<file path="src/rtl/rx_serial.sv">
// 8N1 UART receiver: 2-flop synchronised rx, mid-bit sampling, one-cycle byte/frame-error strobes.
// Optional build macro RX_MAJORITY_VOTE_EN: 2-of-3 majority around each sample point, strobes 1 cycle later.
//
// state | meaning
// IDLE  | line idle, waiting for rxs low
// START | counting to mid start bit, rejecting glitches
// DATA  | sampling 8 data bits, LSB first
// STOP  | sampling stop bit, emitting byte or frame error
// BRK   | stop bit was low; wait for the line to return high
module rx_serial #(
    parameter int RCONST = 108
) (
    input  logic       clk100,
    input  logic       reset,
    input  logic       rx,
    output logic [7:0] rbyte,
    output logic       onebyte,
    output logic       frame_err,
    output logic       busy
);

    localparam int CW = (RCONST > 1) ? $clog2(RCONST) : 1;
    localparam logic [CW-1:0] BIT_END = CW'(RCONST - 1);
`ifdef RX_MAJORITY_VOTE_EN
    localparam logic [CW-1:0] START_END = CW'(RCONST / 2);
`else
    localparam logic [CW-1:0] START_END = CW'(RCONST / 2 - 1);
`endif

    typedef enum logic [2:0] {IDLE, START, DATA, STOP, BRK} state_t;

    state_t          state;
    logic            meta;
    logic            rxs;
    logic [CW-1:0]   cnt;
    logic [2:0]      bitn;
    logic [7:0]      sh;
    logic            samp;

`ifdef RX_MAJORITY_VOTE_EN
    // hist holds rxs from the two cycles before the decision cycle
    logic [1:0] hist;

    always_ff @(posedge clk100) begin
        if (reset) hist <= 2'b11;
        else       hist <= {hist[0], rxs};
    end

    assign samp = (hist[1] & hist[0]) | (hist[1] & rxs) | (hist[0] & rxs);
`else
    assign samp = rxs;
`endif

    always_ff @(posedge clk100) begin
        if (reset) begin
            state     <= IDLE;
            meta      <= 1'b1;
            rxs       <= 1'b1;
            cnt       <= '0;
            bitn      <= '0;
            sh        <= '0;
            rbyte     <= '0;
            onebyte   <= 1'b0;
            frame_err <= 1'b0;
            busy      <= 1'b0;
        end else begin
            meta      <= rx;
            rxs       <= meta;
            onebyte   <= 1'b0;
            frame_err <= 1'b0;
            case (state)
                IDLE: begin
                    cnt  <= '0;
                    busy <= 1'b0;
                    if (!rxs) begin
                        state <= START;
                        busy  <= 1'b1;
                    end
                end
                START: begin
                    if (cnt == START_END) begin
                        cnt <= '0;
                        if (!samp) begin
                            state <= DATA;
                            bitn  <= '0;
                        end else begin
                            state <= IDLE;
                            busy  <= 1'b0;
                        end
                    end else begin
                        cnt <= cnt + 1'b1;
                    end
                end
                DATA: begin
                    if (cnt == BIT_END) begin
                        cnt <= '0;
                        sh  <= {samp, sh[7:1]};
                        if (bitn == 3'd7) state <= STOP;
                        else              bitn  <= bitn + 3'd1;
                    end else begin
                        cnt <= cnt + 1'b1;
                    end
                end
                STOP: begin
                    if (cnt == BIT_END) begin
                        cnt <= '0;
                        if (samp) begin
                            // back to IDLE at mid stop bit so the next start edge is never missed
                            rbyte   <= sh;
                            onebyte <= 1'b1;
                            state   <= IDLE;
                            busy    <= 1'b0;
                        end else begin
                            frame_err <= 1'b1;
                            state     <= BRK;
                        end
                    end else begin
                        cnt <= cnt + 1'b1;
                    end
                end
                BRK: begin
                    if (rxs) begin
                        state <= IDLE;
                        busy  <= 1'b0;
                    end
                end
                default: begin
                    state <= IDLE;
                    busy  <= 1'b0;
                end
            endcase
        end
    end

endmodule

</file>
<file path="config.mk">
export PLATFORM = sky130hd
export DESIGN_NAME = rx_serial
export DESIGN_NICKNAME = d
export VERILOG_FILES = /design/src/rtl/rx_serial.sv
export SDC_FILE = /design/constraint.sdc
export NUM_CORES = 1
export LEC_CHECK = 0
export ABC_AREA = 1
export CAP_MARGIN = 20
export CORE_MARGIN = 1.5
export CORE_UTILIZATION = 30
export DETAILED_ROUTE_END_ITERATION = 16
export PLACE_DENSITY = 0.48
export SLEW_MARGIN = 0
export SYNTH_ARGS = -nofsm -noshare
export SYNTH_HDL_FRONTEND = slang
export SYNTH_SLANG_ARGS = --single-unit
</file>
<file path="constraint.sdc">
create_clock -name clk100 -period 1.9 [get_ports clk100]
set_clock_uncertainty 0.2 [all_clocks]
set_input_delay 0.475 -clock clk100 [delete_from_list [all_inputs] [get_ports clk100]]
set_output_delay 0.475 -clock clk100 [all_outputs]
set_load 0.1 [all_outputs]
</file>
==> summary.txt <==
Outcome
  • Run status: complete, no violations

Timing
  • Hold Violations, Final: 0
  • Max Slew Vio Count: 0
  • Worst-case headroom to the max-slew limit: 77.2%
  • Final hold slack: 0.212 ns
  • Final period util: 91.2%
  • Min cycle time layout: 1.73 ns
  • Slew at the pin closest to its max-slew limit: 0.340 ns
  • Top achievable clock speed: 0.577 GHz
  • Finish-stage setup viols: 0

Die
  • Vert. Die Dim: 76.3 um
  • Starting density of the core: 31.3%
  • Number of standard-cell rows in the floorplan: 26
  • DIE AREA: 5820 sq um
  • Core outline area: 5140 sq um
  • Die Width: 76.3 um
  • Top Ports: 14

Setup path
  • Reg2Reg Setup Slack: 0.17 ns
  • Buffers and inverters on the worst path: 2
  • Largest delay share family, worst path: simple AND/OR/NAND/NOR gates
  • Register-to-Register Path Depth: 10
  • Delay of the slowest critical-path stage: 0.37 ns
  • Arrival @ worst endpoint: 1.72 ns
  • Reg-to-Reg Start: cnt[1]
  • Critical path fanouts, max: 6
  • Highest-delay cell along the critical path: sky130_fd_sc_hd__dfxtp_1
  • Critical path startpoint: cnt[1]
  • Endpoint required time on the critical path: 1.89 ns
  • Category of the worst setup path capture point: flip-flop
  • R2r endpoint: cnt[4]
  • Depth of the critical timing path with buffers and inverters included: 10
  • Startpoint Class: flip-flop
  • Setup crit end: cnt[4]
  • Critical-path cell list: ha_2 > nand2_1 > inv_1 > nand3_4 > nand2_2 > nand2_1 > inv_2 > nand2_2 > nor2_1 > nor2_1
  • Critical path start-end classification: flip-flop to flip-flop

Logic synthesis
  • Mux share of post-synthesis cell area: 0%
  • Biggest area consumer among synthesized cells: sky130_fd_sc_hd__dfxtp_1
  • Simple-gate share of the synthesized area: 34.2%
  • Adder-cell share of the synthesized area: 3.11%
  • Share of the yosys chip area belonging to registers: 42.3%
  • Share of flip-flops with an asynchronous set or reset after synthesis: 0%
  • Area share of the leading cell type in the synthesized netlist: 42.3%
  • Count of warnings emitted by yosys: 0
  • Most frequent cell after synthesis: sky130_fd_sc_hd__nor2_1
  • Compound-cell area share of the yosys netlist: 11.7%
  • Number of storage elements in the synthesis netlist: 34
  • Mean area per synthesized cell: 7.39 sq um
  • Count of cell types in the netlist: 29
  • Cells after Synth: 218
  • XOR/XNOR Fraction of Synth Area: 0.544%
  • Commonest cells post-synth: 51 x sky130_fd_sc_hd__nor2_1, 34 x sky130_fd_sc_hd__dfxtp_1, 30 x sky130_fd_sc_hd__nand2_1, 20 x sky130_fd_sc_hd__inv_1, 19 x sky130_fd_sc_hd__o21ai_0
  • Largest family of logic cells by synthesized area: simple AND/OR/NAND/NOR gates
  • Net count of the mapped netlist: 225
  • Main area contributors after synthesis: sky130_fd_sc_hd__dfxtp_1 42%, sky130_fd_sc_hd__nor2_1 12%, sky130_fd_sc_hd__nand2_1 7.0%
  • Number of enable-type register cells in the synthesized netlist: 0
  • Post-Synthesis Cell Area: 1610 sq um
  • Most common flop cell mapped by yosys: sky130_fd_sc_hd__dfxtp_1

Clock tree
  • H-tree lvl count: 2
  • Clock root buffer master: sky130_fd_sc_hd__clkbuf_8
  • Number of clock sinks: 34
  • Maximum count of clock buffers along a single path: 2
  • Clock tree from TritonCTS: yes
  • Post-cts hold buffer count: 0
  • CTS clock-pin slew for the worst setup and hold paths: 0.07 ns
  • Clk Latency, worst-skew pair: 0.29 ns
  • Total CTS buffers: 5

GRT
  • Overall routing resource usage: 13.5%
  • Maximum number of pins on one net before global-route repair: 13
  • Antenna violations before repair: 0
  • Wire length of the first global-routing pass: 6250 um
  • Total congestion overflow: 0
  • Number of global-route vias before repair: 1,285

Min path
  • Path class of the lowest-slack min-delay path: flip-flop to flip-flop

Drt
  • Detailed-route DRC error count: 0
  • Wirelength per Cell: 11.5 um
  • Detail-routed via count per cell: 4.39
  • Via count of the routed design: 1,379
  • Starting DRT DRC Count: 94
  • Number of optimization iterations in the first detailed-route pass: 4
  • Final wirelength: 3630 um
  • Number of nets with antenna violations after detailed routing: 0

Layout
  • Share of post-route cells with drive strength above 1: 21.7%
  • Number of diodes: 0
  • Post-Layout Inst Area: 2090 sq um
  • Layout net count: 250
  • Final cell utilization of the core: 40.6%
  • Area growth from synthesis to layout: 29.5%

Job
  • Number of maximum-capacitance constraint violations: 0

Pwr
  • Static Leakage: 0.954 nW
  • Pwr per Cell Area: 1010 nW/um^2
  • Total Power: 2.12 mW
  • Maximum resistive drop on vdd: 452 uV

Placement
  • DPL Wire Length: 2580 um
  • DP Area: 1980 sq um
  • Final weighted congestion in routability-driven placement: 0.852
  • IO Port Bufs: 13
## layout make-up
class,instances,area (sq um)
Clock inverter,2,12.5
Tap cell,70,87.6
Timing Repair Buffer,22,308
Clock buffer,6,82.6
Fill cell,578,3050
Inverter,27,109
Multi-Input combinational cell,153,805
Sequential cell,34,682
## worst reg2reg max path, stage by stage (launching register included)
cell,delay (ns)
sky130_fd_sc_hd__dfxtp_1,0.37
sky130_fd_sc_hd__ha_2,0.21
sky130_fd_sc_hd__nand2_1,0.05
sky130_fd_sc_hd__inv_1,0.09
sky130_fd_sc_hd__nand3_4,0.16
sky130_fd_sc_hd__nand2_2,0.11
sky130_fd_sc_hd__nand2_1,0.08
sky130_fd_sc_hd__inv_2,0.09
sky130_fd_sc_hd__nand2_2,0.10
sky130_fd_sc_hd__nor2_1,0.14
sky130_fd_sc_hd__nor2_1,0.05
## timing repair
item	in CTS	in global routing
endpoints found under the hold margin	0	0
setup endpoints to repair	0	8
resized for setup	0	4
setup buffers	0	0
## layer usage
layer	share of wire, %	wire, um	up-vias	global-route usage, %
met5	0	0	-	0
met4	1.7	60	0	6.11
met3	4.1	150	6	3.11
met2	47	1710	24	21.5
met1	47	1700	603	17.4
li1	-	-	746	-
## cells by family (layout without fill, tap and decap cells)
logic type      count (synthesis)  after routing
xor+xnor                        1              1
compound gates                 35             35
simple gates                  113            113
buf+inv                        31             57
flops                          34             34
fa+ha+maj                       4              4
## worst min path at each step
stage	start	endpoint	slack (ns)	depth (start not counted)
floorplan	meta	rxs	0.19	1
CTS	meta	rxs	0.21	1
finish	meta	rxs	0.21	1
global placement	meta	rxs	0.19	1
global route	meta	rxs	0.24	1
detailed placement	meta	rxs	0.20	1
## sequential cells by signal, indices dropped and copies added (netlist names)
register and count:
state 3, onebyte 1, frame_err 1, rxs 1
sh 8, cnt 7, rbyte 8, meta 1
busy 1, bitn 3
## power by group
part / internal (mW) / leakage [nW] / total, mW / switching (mW)
Combinational: 0.251 / 0.631 / 0.715 / 0.464
Clock: 0.291 / 0.0472 / 0.568 / 0.277
Sequential: 0.769 / 0.275 / 0.833 / 0.0640
Total: 1.31 / 0.954 / 2.12 / 0.804
## stage by stage
stage	TNS, ns	cells	worst slack, ns
floorplan	0	218	0.278
global placement	0	306	0.0705
detailed placement	0	306	0.105
CTS	0	314	0.0945
global route	-0.000628	314	-0.000628
finish	0	314	0.168
## cell usage in the layout (no fill, tap or decap), types with 2 or more instances in the layout
cell,count
sky130_fd_sc_hd__nor2_1,50
sky130_fd_sc_hd__dfxtp_1,33
sky130_fd_sc_hd__nand2_1,29
sky130_fd_sc_hd__inv_1,20
sky130_fd_sc_hd__o21ai_0,19
sky130_fd_sc_hd__nand3_1,13
sky130_fd_sc_hd__buf_12,11
sky130_fd_sc_hd__a21oi_1,10
sky130_fd_sc_hd__buf_4,9
sky130_fd_sc_hd__inv_2,6
sky130_fd_sc_hd__clkbuf_8,6
sky130_fd_sc_hd__nand2_4,4
sky130_fd_sc_hd__nor2_4,4
sky130_fd_sc_hd__nand4_1,3
sky130_fd_sc_hd__ha_1,3
sky130_fd_sc_hd__nand2_2,2
sky130_fd_sc_hd__nor3_1,2
sky130_fd_sc_hd__or2_2,2
sky130_fd_sc_hd__clkdlybuf4s50_1,2
(Power assumes the default switching activity.)
